File: config.mk
export PLATFORM = sky130hd
export DESIGN_NAME = switch_in_ctrl
export DESIGN_NICKNAME = d
export VERILOG_FILES = /design/src/rtl/switch_in_pkg.sv /design/src/rtl/switch_debounce_chan.sv /design/src/rtl/switch_in_ctrl.sv
export SDC_FILE = /design/constraint.sdc
export NUM_CORES = 1
export LEC_CHECK = 0
export ABC_AREA = 1
export BUFFER_PORTS_ARGS = -buffer_cell sky130_fd_sc_hd__buf_4
export CAP_MARGIN = 40
export CORE_ASPECT_RATIO = 0.5
export CORE_UTILIZATION = 30
export CTS_BUF_LIST = sky130_fd_sc_hd__clkbuf_8
export CTS_CLUSTER_SIZE = 24
export DETAILED_ROUTE_END_ITERATION = 10
export PLACE_DENSITY = 0.49
export SYNTH_ARGS = -nofsm -noshare
export SYNTH_HDL_FRONTEND = slang
export SYNTH_SLANG_ARGS = --single-unit
File: constraint.sdc
create_clock -name clk -period 1.4 [get_ports clk]
set_input_delay 0.14 -clock clk [delete_from_list [all_inputs] [get_ports clk]]
set_output_delay 0.14 -clock clk [all_outputs]
set_load 0.01 [all_outputs]
File: src/rtl/switch_in_pkg.sv
// switch_in_pkg: shared constants for the switch-input peripheral.
// Holds the bus register map and the edge-capture mode encodings.
package switch_in_pkg;

    localparam logic [1:0] SW_ADDR_STATE = 2'd0;
    localparam logic [1:0] SW_ADDR_EDGE  = 2'd1;
    localparam logic [1:0] SW_ADDR_IMASK = 2'd2;
    localparam logic [1:0] SW_ADDR_RSVD  = 2'd3;

    localparam int SW_EDGE_BOTH = 0;
    localparam int SW_EDGE_RISE = 1;
    localparam int SW_EDGE_FALL = 2;

endpackage

File: src/rtl/switch_debounce_chan.sv
// switch_debounce_chan: one switch channel -- synchroniser chain,
// stability counter and the debounced output flop.
// Ports: clk, rst (async, active-low), i_raw (async pin), o_stable.
module switch_debounce_chan #(
    parameter int SYNC_STAGES     = 2,
    parameter int DEBOUNCE_CYCLES = 16
) (
    input  logic clk,
    input  logic rst,
    input  logic i_raw,
    output logic o_stable
);

    localparam int CW = $clog2(DEBOUNCE_CYCLES + 1);
    localparam logic [CW-1:0] CNT_LAST = CW'(DEBOUNCE_CYCLES - 1);

    logic [SYNC_STAGES-1:0] r_sync;
    logic [CW-1:0]          r_cnt;
    logic                   r_stable;
    logic                   w_s;
    logic                   w_diff;
    logic                   w_accept;

    assign w_s      = r_sync[SYNC_STAGES-1];
    assign w_diff   = w_s ^ r_stable;
    // Accept on the edge where the count would reach DEBOUNCE_CYCLES.
    assign w_accept = w_diff && (r_cnt == CNT_LAST);
    assign o_stable = r_stable;

    always_ff @(posedge clk or negedge rst) begin
        if (!rst) begin
            r_sync   <= '0;
            r_cnt    <= '0;
            r_stable <= 1'b0;
        end else begin
            r_sync <= {r_sync[SYNC_STAGES-2:0], i_raw};
            if (!w_diff || w_accept) begin
                r_cnt <= '0;
            end else begin
                r_cnt <= r_cnt + CW'(1);
            end
            if (w_accept) begin
                r_stable <= w_s;
            end
        end
    end

endmodule

File: src/rtl/switch_in_ctrl.sv
// switch_in_ctrl: debounced switch inputs with STATE / EDGE (W1C) /
// IMASK registers on a word bus and a registered level interrupt.
// Ports: clk, rst (async, active-low), sw_raw, sw_stable, ce, we,
// addr, wdata, rdata, int_o. Macro SWITCH_EDGE_IRQ_EN builds the
// EDGE/IMASK/interrupt logic; without it those read 0 and int_o is 0.
module switch_in_ctrl
    import switch_in_pkg::*;
#(
    parameter int WIDTH           = 12,
    parameter int SYNC_STAGES     = 2,
    parameter int DEBOUNCE_CYCLES = 16,
    parameter int EDGE_MODE       = 0
) (
    input  logic             clk,
    input  logic             rst,
    input  logic [WIDTH-1:0] sw_raw,
    output logic [WIDTH-1:0] sw_stable,
    input  logic             ce,
    input  logic             we,
    input  logic [1:0]       addr,
    input  logic [31:0]      wdata,
    output logic [31:0]      rdata,
    output logic             int_o
);

    logic [31:0] w_state32;
    logic [31:0] w_edge32;
    logic [31:0] w_imask32;
    logic        w_rd;
    logic        w_unused;

    for (genvar g = 0; g < WIDTH; g++) begin : g_chan
        switch_debounce_chan #(
            .SYNC_STAGES    (SYNC_STAGES),
            .DEBOUNCE_CYCLES(DEBOUNCE_CYCLES)
        ) u_chan (
            .clk     (clk),
            .rst     (rst),
            .i_raw   (sw_raw[g]),
            .o_stable(sw_stable[g])
        );
    end

    assign w_rd     = ce && !we;
    assign w_unused = ^wdata;

`ifdef SWITCH_EDGE_IRQ_EN
    logic [WIDTH-1:0] r_prev;
    logic [WIDTH-1:0] r_edge;
    logic [WIDTH-1:0] r_imask;
    logic             r_int;
    logic [WIDTH-1:0] w_rise;
    logic [WIDTH-1:0] w_fall;
    logic [WIDTH-1:0] w_set;
    logic [WIDTH-1:0] w_w1c;
    logic             w_wr_mask;

    assign w_rise    = sw_stable & ~r_prev;
    assign w_fall    = ~sw_stable & r_prev;
    assign w_wr_mask = ce && we && (addr == SW_ADDR_IMASK);

    always_comb begin
        w_set = w_rise | w_fall;
        if (EDGE_MODE == SW_EDGE_RISE) begin
            w_set = w_rise;
        end else if (EDGE_MODE == SW_EDGE_FALL) begin
            w_set = w_fall;
        end
    end

    always_comb begin
        w_w1c = '0;
        if (ce && we && (addr == SW_ADDR_EDGE)) begin
            w_w1c = wdata[WIDTH-1:0];
        end
    end

    always_ff @(posedge clk or negedge rst) begin
        if (!rst) begin
            r_prev  <= '0;
            r_edge  <= '0;
            r_imask <= '0;
            r_int   <= 1'b0;
        end else begin
            r_prev <= sw_stable;
            // Set is OR-ed in after the clear, so a new edge wins.
            r_edge <= (r_edge & ~w_w1c) | w_set;
            if (w_wr_mask) begin
                r_imask <= wdata[WIDTH-1:0];
            end
            r_int <= |(r_edge & r_imask);
        end
    end

    always_comb begin
        w_edge32               = '0;
        w_edge32[WIDTH-1:0]    = r_edge;
        w_imask32              = '0;
        w_imask32[WIDTH-1:0]   = r_imask;
    end

    assign int_o = r_int;
`else
    assign w_edge32  = '0;
    assign w_imask32 = '0;
    assign int_o     = 1'b0;
`endif

    always_comb begin
        w_state32            = '0;
        w_state32[WIDTH-1:0] = sw_stable;
    end

    always_ff @(posedge clk or negedge rst) begin
        if (!rst) begin
            rdata <= '0;
        end else if (w_rd) begin
            case (addr)
                SW_ADDR_STATE: rdata <= w_state32;
                SW_ADDR_EDGE:  rdata <= w_edge32;
                SW_ADDR_IMASK: rdata <= w_imask32;
                default:       rdata <= '0;
            endcase
        end
    end

endmodule
==> results.yml, run 1 <==
yosys:
  seq_area_frac_synth: 0.5937
  yosysMostFrequentCell: "dfrtp_1"
  synth_top_area_frac: 0.5937
  postSynthCellCount: 449
  cell_taking_the_most_area_after_synthesis: "dfrtp_1"
  syn_area_mm2: 0.004552
  ys_warn_count: 0
  post_synth_num_cell_types: 16
  postSynth.topFlopCell: "dfrtp_1"
  synth-edff-count: 0
  yosys_register_bits: 108
  ranking_of_synthesized_cells_by_instance_count: "dfrtp_1, nand2_1, nor2_1"
  asyncSetResetFlopFracSynth: 1.000
  synthesis.area_per_instance_um2: 10.14
  synth_top_cells_by_area: "dfrtp_1, ha_1, nand2_1"
run_status:
  status: "completed"
placed_design:
  dp_cells: 699
  placement.io_buffers: 41
  post_dp_cell_area_mm2: 0.005120
  gpl.final_weighted_congestion: 0.6897
  place.detailed.hpwl_um: 5030
hold_path:
  min_delay_worst_endpoint: "rdata[9]"
  holdCritPathClass: "in2reg"
  hold_path_depth: 5
  hold_path_startpoint: "addr[0]"
power_and_ir_drop:
  ir_worst_vdd_v: 0.0004820
  fin_total_pwr_mw: 5.653
  power_per_cell_area_mw_per_mm2: 1001
  power_leakage_nw: 2.659
finish:
  nets: 608
  syn2layout_area_growth_pct: 24.02
  num_antenna_cells: 0
  instances_no_fill: 737
  layout-drive-gt1-share: 0.2764
  design_area_mm2: 0.005645
floorplanning:
  dieHeight_um: 89.10
  die-width_um: 176.2
  floorplan.initialDensity: 0.3113
  fp-row-count: 31
  die_area_mm2: 0.01570
  core_area_mm2: 0.01462
  floorplan.io_pins: 95
grt:
  met3_usage: 0.03571
  first_pass_grt_wire_length_um: 12500
  pin_count_of_the_biggest_net_entering_global_routing: 73
  top_usage_layer: "met2"
  grt_remaining_overflow: 0
  first_global_vias: 2778
  grt.total_usage: 0.1017
  gr-usage-met1: 0.1215
  met2_usage: 0.1736
  antenna_found_initial: 0
setup_path:
  ff2ff_path_depth: 7
  worst_setup_path_end_kind: "flip-flop"
  setup.reg_to_reg.worst_slack_ns: 0.05
  startpoint: "g_chan[6].u_chan.r_cnt[1]"
  required_ns: 1.70
  crit_path_max_fanout: 5
  crit-reg2reg-capture: "g_chan[6].u_chan.r_cnt[3]"
  setup.worst_path.start_class: "flip-flop"
  worstPathArrival_ns: 1.64
  worst-setup-path-type: "reg2reg"
  r2r_start: "g_chan[6].u_chan.r_cnt[1]"
routing:
  remaining_drc_errors: 0
  via_count: 2990
  viasPerCell: 4.057
  number_of_drc_violations_after_detailed_routing_iteration_0: 88
  drt_pass1_iterations: 4
  ant_nets: 0
  drt_wl_total_um: 7409
  wl_per_cell_um: 10.05
clock_tree:
  clock_insertion_delay_worst_skew_ns: 0.36
  maximum_clock_path_buffer_count: 2
  clk_pin_slew_worst_paths_ns: 0.10
  clock-sinks: 108
  cts_tree: "built"
  numCtsBuffers: 9
  cts.root.buffer_cell: "clkbuf_8"
  cts.htree.levels: 3
timing:
  finalSetupViolCount: 0
  max_slew.worst_pin.slew_ns: 0.5585
  slew_violations: 0
  fmaxAchievable_ghz: 0.7430
  layout_worst_path_cycle_share: 0.9613
  final_period_minus_worst_setup_slack_ns: 1.346
  setup_repair_after_global_routing_missed_its_margin: "yes"
  slew_headroom: 0.6273
  hold_viol_final: 0
  skew_ns: 0.01057
flow_run:
  drv_cap: 0
-- cell families after synthesis --
kind of cell             after synthesis  synth area share
flip-flops                           108            0.5937
AND/OR/NAND/NOR                      183            0.1679
AO/OA/AOI/OAI                         36           0.04783
adder cells (fa/ha/maj)               24           0.06597
buffers and inverters                 85            0.1006
other                                  1         0.0008238
XOR/XNOR                              12           0.02309
-- sequential cells by signal, indices dropped and copies added (netlist names) --
signal                  flops
g_chan.u_chan.o_stable     12
g_chan.u_chan.r_cnt        60
g_chan.u_chan.r_sync       24
rdata                      12
-- worst max-delay path: stages (launching register included) --
cell and delay [ns]:
dfrtp_1 0.41, ha_1 0.21, nand2_1 0.07, nor2_1 0.04, ha_1 0.18, a21oi_1 0.15, nand2_2 0.11, nor2_1 0.11
-- worst max-delay path by stage --
stage / to / cells after the start
floorplan: g_chan[11].u_chan.r_cnt[3] / 7
global placement: g_chan[1].u_chan.r_cnt[3] / 7
detailed placement: g_chan[11].u_chan.r_cnt[3] / 7
CTS: g_chan[1].u_chan.r_cnt[3] / 7
global route: g_chan[6].u_chan.r_cnt[2] / 7
finish: g_chan[6].u_chan.r_cnt[3] / 7
-- cells in the final DEF (no fill, tap or decap) --
cell type,netlist,final
conb_1,1,21
buf_4,33,75
or2_0,12,12
nor2_1,73,62
nand4_1,12,12
xnor2_1,12,12
nand2_2,0,12
clkinv_2,0,2
ha_2,0,14
ha_1,24,10
dfrtp_1,108,108
bufinv_16,0,1
inv_1,50,52
nand2_1,73,61
o21ai_2,10,10
a21oi_1,12,1
dlygate4sd3_1,0,13
nand3_1,12,12
nor2_2,1,12
o21ai_0,14,13
buf_12,0,1
a21oi_2,0,11
clkbuf_8,0,10
clkinv_4,0,1
o21ai_1,0,1
-- final cells by class --
| cell class | count | area, um2 |
|---|---|---|
| sequential | 108 | 2703 |
| clock buffer | 10 | 137.6 |
| multi-input combinational | 276 | 1600 |
| fill | 1465 | 8977 |
| timing repair buffer | 89 | 713.2 |
| clock inverter | 6 | 56.30 |
| tap | 198 | 247.7 |
| inverter | 50 | 187.7 |
-- where the power goes --
group          total (mW)  internal (mW)  switching [mW]
Combinational       0.472          0.224           0.249
Sequential           3.32           3.24          0.0863
Clock                1.86          0.862           0.996
Total                5.65           4.32            1.33
-- through the flow --
step                setup TNS (ns)  setup WS (ns)  utilization  hold WS, ns
finish                           0        0.05413       0.3861       0.2100
global route               -0.1514       -0.04037       0.3861       0.2354
CTS                              0       0.007014       0.3727       0.1941
detailed placement      -0.0008883     -0.0008883       0.3501       0.2069
global placement                 0        0.04499       0.3501       0.2036
floorplan                        0         0.1298            -      -0.1556
-- per-layer routing --
layer / wire length [um] / share of wire / up-vias
met5: 0 / 0 / -
met4: 74 / 0.010 / 0
met3: 328 / 0.044 / 5
met2: 3633 / 0.49 / 47
met1: 3373 / 0.46 / 1421
li1: - / - / 1517
-- repair_timing --
item,in CTS,in global routing
setup buffers,0,9
endpoints found under the hold margin,120,0
pin swaps,0,14
hold buffers,13,0
endpoints found under the setup margin,1,61
gates resized for setup,2,47
Note: power is estimated with default switching activity, not from simulation.
==> inputs of run 2 (changes only) <==
GPL_TIMING_DRIVEN = 0   (was unset)
PLACE_DENSITY = unset   (was 0.49)
==> run 2 against run 1 <==
Power hardly changed. Sequential share of layout area is 1.3 points lower. Count of clock-buffer cells in the layout stayed put. Combinational power is 4.4% higher. Register-to-register slack better by 0.03 ns. Hold slack worse by 0.11 ns. Critical path type unchanged. Largest cell class unchanged. Highest routed layer unchanged.
==> results.yml, run 2 (synthesized netlist as in run 1, its figures left out) <==
run_status:
  status: "completed"
routing:
  remaining_drc_errors: 0
  drt_pass1_iterations: 4
  number_of_drc_violations_after_detailed_routing_iteration_0: 95
  wl_per_cell_um: 9.395
  maxUsedRoutingLayer: "met4"
  via_count: 3013
  viasPerCell: 4.012
  drt_wl_total_um: 7056
  routedLengthMet1_um: 3151
  ant_nets: 0
  routed-wl-met3_um: 241
  wl_met2_um: 3466
timing:
  layout_setup_ws_ns: 0.08506
  hold-worst-slack_ns: 0.1035
  finalSetupTns_ns: 0
  max_slew.worst_pin.slew_ns: 0.7136
  slew_headroom: 0.5243
  layout_worst_path_cycle_share: 0.9392
  fmaxAchievable_ghz: 0.7605
  final_period_minus_worst_setup_slack_ns: 1.315
  finalSetupViolCount: 0
  skew_ns: 0.008747
  setup_repair_after_global_routing_missed_its_margin: "yes"
  hold_viol_final: 0
  slew_violations: 0
floorplanning:
  die-width_um: 176.2
  floorplan.io_pins: 95
  dieHeight_um: 89.10
  fp-row-count: 31
  core_area_mm2: 0.01462
  die_area_mm2: 0.01570
  floorplan.initialDensity: 0.3113
placed_design:
  placement.setup.worst_slack_ns: -0.03972
  placement.io_buffers: 41
  place.detailed.hpwl_um: 4618
  gpl.final_weighted_congestion: 0.7156
power_and_ir_drop:
  ir_worst_vdd_v: 0.0004391
  fin_total_pwr_mw: 5.651
  power_leakage_nw: 2.744
  power_per_cell_area_mw_per_mm2: 974.1
setup_path:
  critical-path-slowest-cell: "dfrtp_1"
  crit_top_cell: "nor2_1"
  required_ns: 1.69
  startpoint: "g_chan[0].u_chan.r_cnt[0]"
  ff2ff_path_depth: 7
  critical_path_depth: 7
  crit_path_end: "g_chan[0].u_chan.r_cnt[3]"
  timing.critical_path.buf_inv: 0
  cp_cell_sequence: "ha_2 -> nand2_1 -> nor2_1 -> ha_1 -> a21oi_2 -> nand2_2 -> nor2_1"
  crit_path_max_fanout: 5
  worst-setup-path-type: "reg2reg"
  setup.reg_to_reg.worst_slack_ns: 0.09
  setup.worst_path.start_class: "flip-flop"
  worst_setup_path_end_kind: "flip-flop"
  crit-reg2reg-capture: "g_chan[0].u_chan.r_cnt[3]"
  r2r_start: "g_chan[0].u_chan.r_cnt[0]"
  path_delay_family: "flip-flops"
  cpPeakStageDelay_ns: 0.42
  worstPathArrival_ns: 1.61
finish:
  nets: 624
  top_regs: "g_chan.u_chan.r_cnt: 60 flops, g_chan.u_chan.r_sync: 24 flops"
  syn2layout_area_growth_pct: 27.46
  most-common-layout-cells: "dfrtp_1, buf_4, nor2_1"
  layout-drive-gt1-share: 0.3110
  max_flop_register: "g_chan.u_chan.r_cnt"
  largest_register_ffs: 60
  most_common_cell_after_layout_fill_and_taps_aside: "dfrtp_1"
  num_antenna_cells: 0
hold_path:
  holdCritPathClass: "in2reg"
grt:
  first_pass_grt_wire_length_um: 11830
  antenna_found_initial: 0
  pin_count_of_the_biggest_net_entering_global_routing: 57
  grt.total_usage: 0.09547
  grt_remaining_overflow: 0
  first_global_vias: 2787
clock_tree:
  numCtsBuffers: 9
  cts.htree.levels: 3
  cts.root.buffer_cell: "clkbuf_8"
  clk_pin_slew_worst_paths_ns: 0.09
  maximum_clock_path_buffer_count: 2
  clock-sinks: 108
  cts_tree: "built"
  clock_insertion_delay_worst_skew_ns: 0.36
flow_run:
  drv_cap: 0
-- run 2: cell types whose count changed in the layout (fill, tap and decap cells not counted), sizes merged --
cell	change
buf	+16
clkinv	-1
inv	-1
-- run 2: how the worst min path moves through the flow --
stage | from | to | slack [ns] | depth (start not counted)
floorplan | rst | g_chan[0].u_chan.o_stable | -0.16 | 0
global placement | sw_raw[3] | g_chan[3].u_chan.r_sync[0] | 0.25 | 1
detailed placement | rst | g_chan[0].u_chan.r_cnt[2] | 0.25 | 1
CTS | addr[0] | rdata[0] | 0.09 | 4
global route | addr[0] | rdata[1] | 0.10 | 4
finish | addr[0] | rdata[1] | 0.10 | 4
-- run 2: per-layer routing --
metal | up-vias | global-route usage
met5 | - | 0
met4 | 0 | 0.04822
met3 | 13 | 0.02934
met2 | 44 | 0.1689
met1 | 1407 | 0.1067
li1 | 1549 | -
-- run 2: area by class of cell --
| class | count | area, um2 |
|---|---|---|
| inverter | 50 | 187.7 |
| timing repair buffer | 70 | 578.1 |
| clock buffer | 10 | 137.6 |
| buffer | 35 | 270.3 |
| tap | 198 | 247.7 |
| clock inverter | 4 | 48.80 |
| sequential | 108 | 2703 |
| fill | 1408 | 8821 |
| multi-input combinational | 276 | 1629 |
-- run 2: worst register-to-register path, delay by kind of cell (launching register included) --
family | cells | cell delay, ns
flip-flops | 1 | 0.42
AND/OR/NAND/NOR | 4 | 0.31
adder cells (fa/ha/maj) | 2 | 0.41
AO/OA/AOI/OAI | 1 | 0.12
-- run 2: stage by stage --
stage	cell area (um2)	instances	utilization
2_1_floorplan	4627	469	-
3_3_place_gp	5182	708	0.3544
5_1_grt	5802	751	0.3968
6_report	5802	751	0.3968
4_1_cts	5597	742	0.3827
3_5_place_dp	5210	709	0.3563
-- run 2: timing repair --
| action | 4_1_cts | 5_1_grt |
|---|---|---|
| setup endpoints to repair | 28 | 60 |
| cloned | 0 | 0 |
| hold buffers | 13 | 0 |
| setup buffers | 6 | 9 |
| resized for setup | 10 | 46 |
| hold endpoints to repair | 67 | 0 |
| pin swaps | 1 | 14 |
-- run 2: report_power, final --
part,total [mW],leakage [nW],internal [mW],switching (mW)
Combinational,0.493,1.22,0.249,0.244
Sequential,3.33,1.42,3.24,0.0983
Clock,1.82,0.0984,0.857,0.967
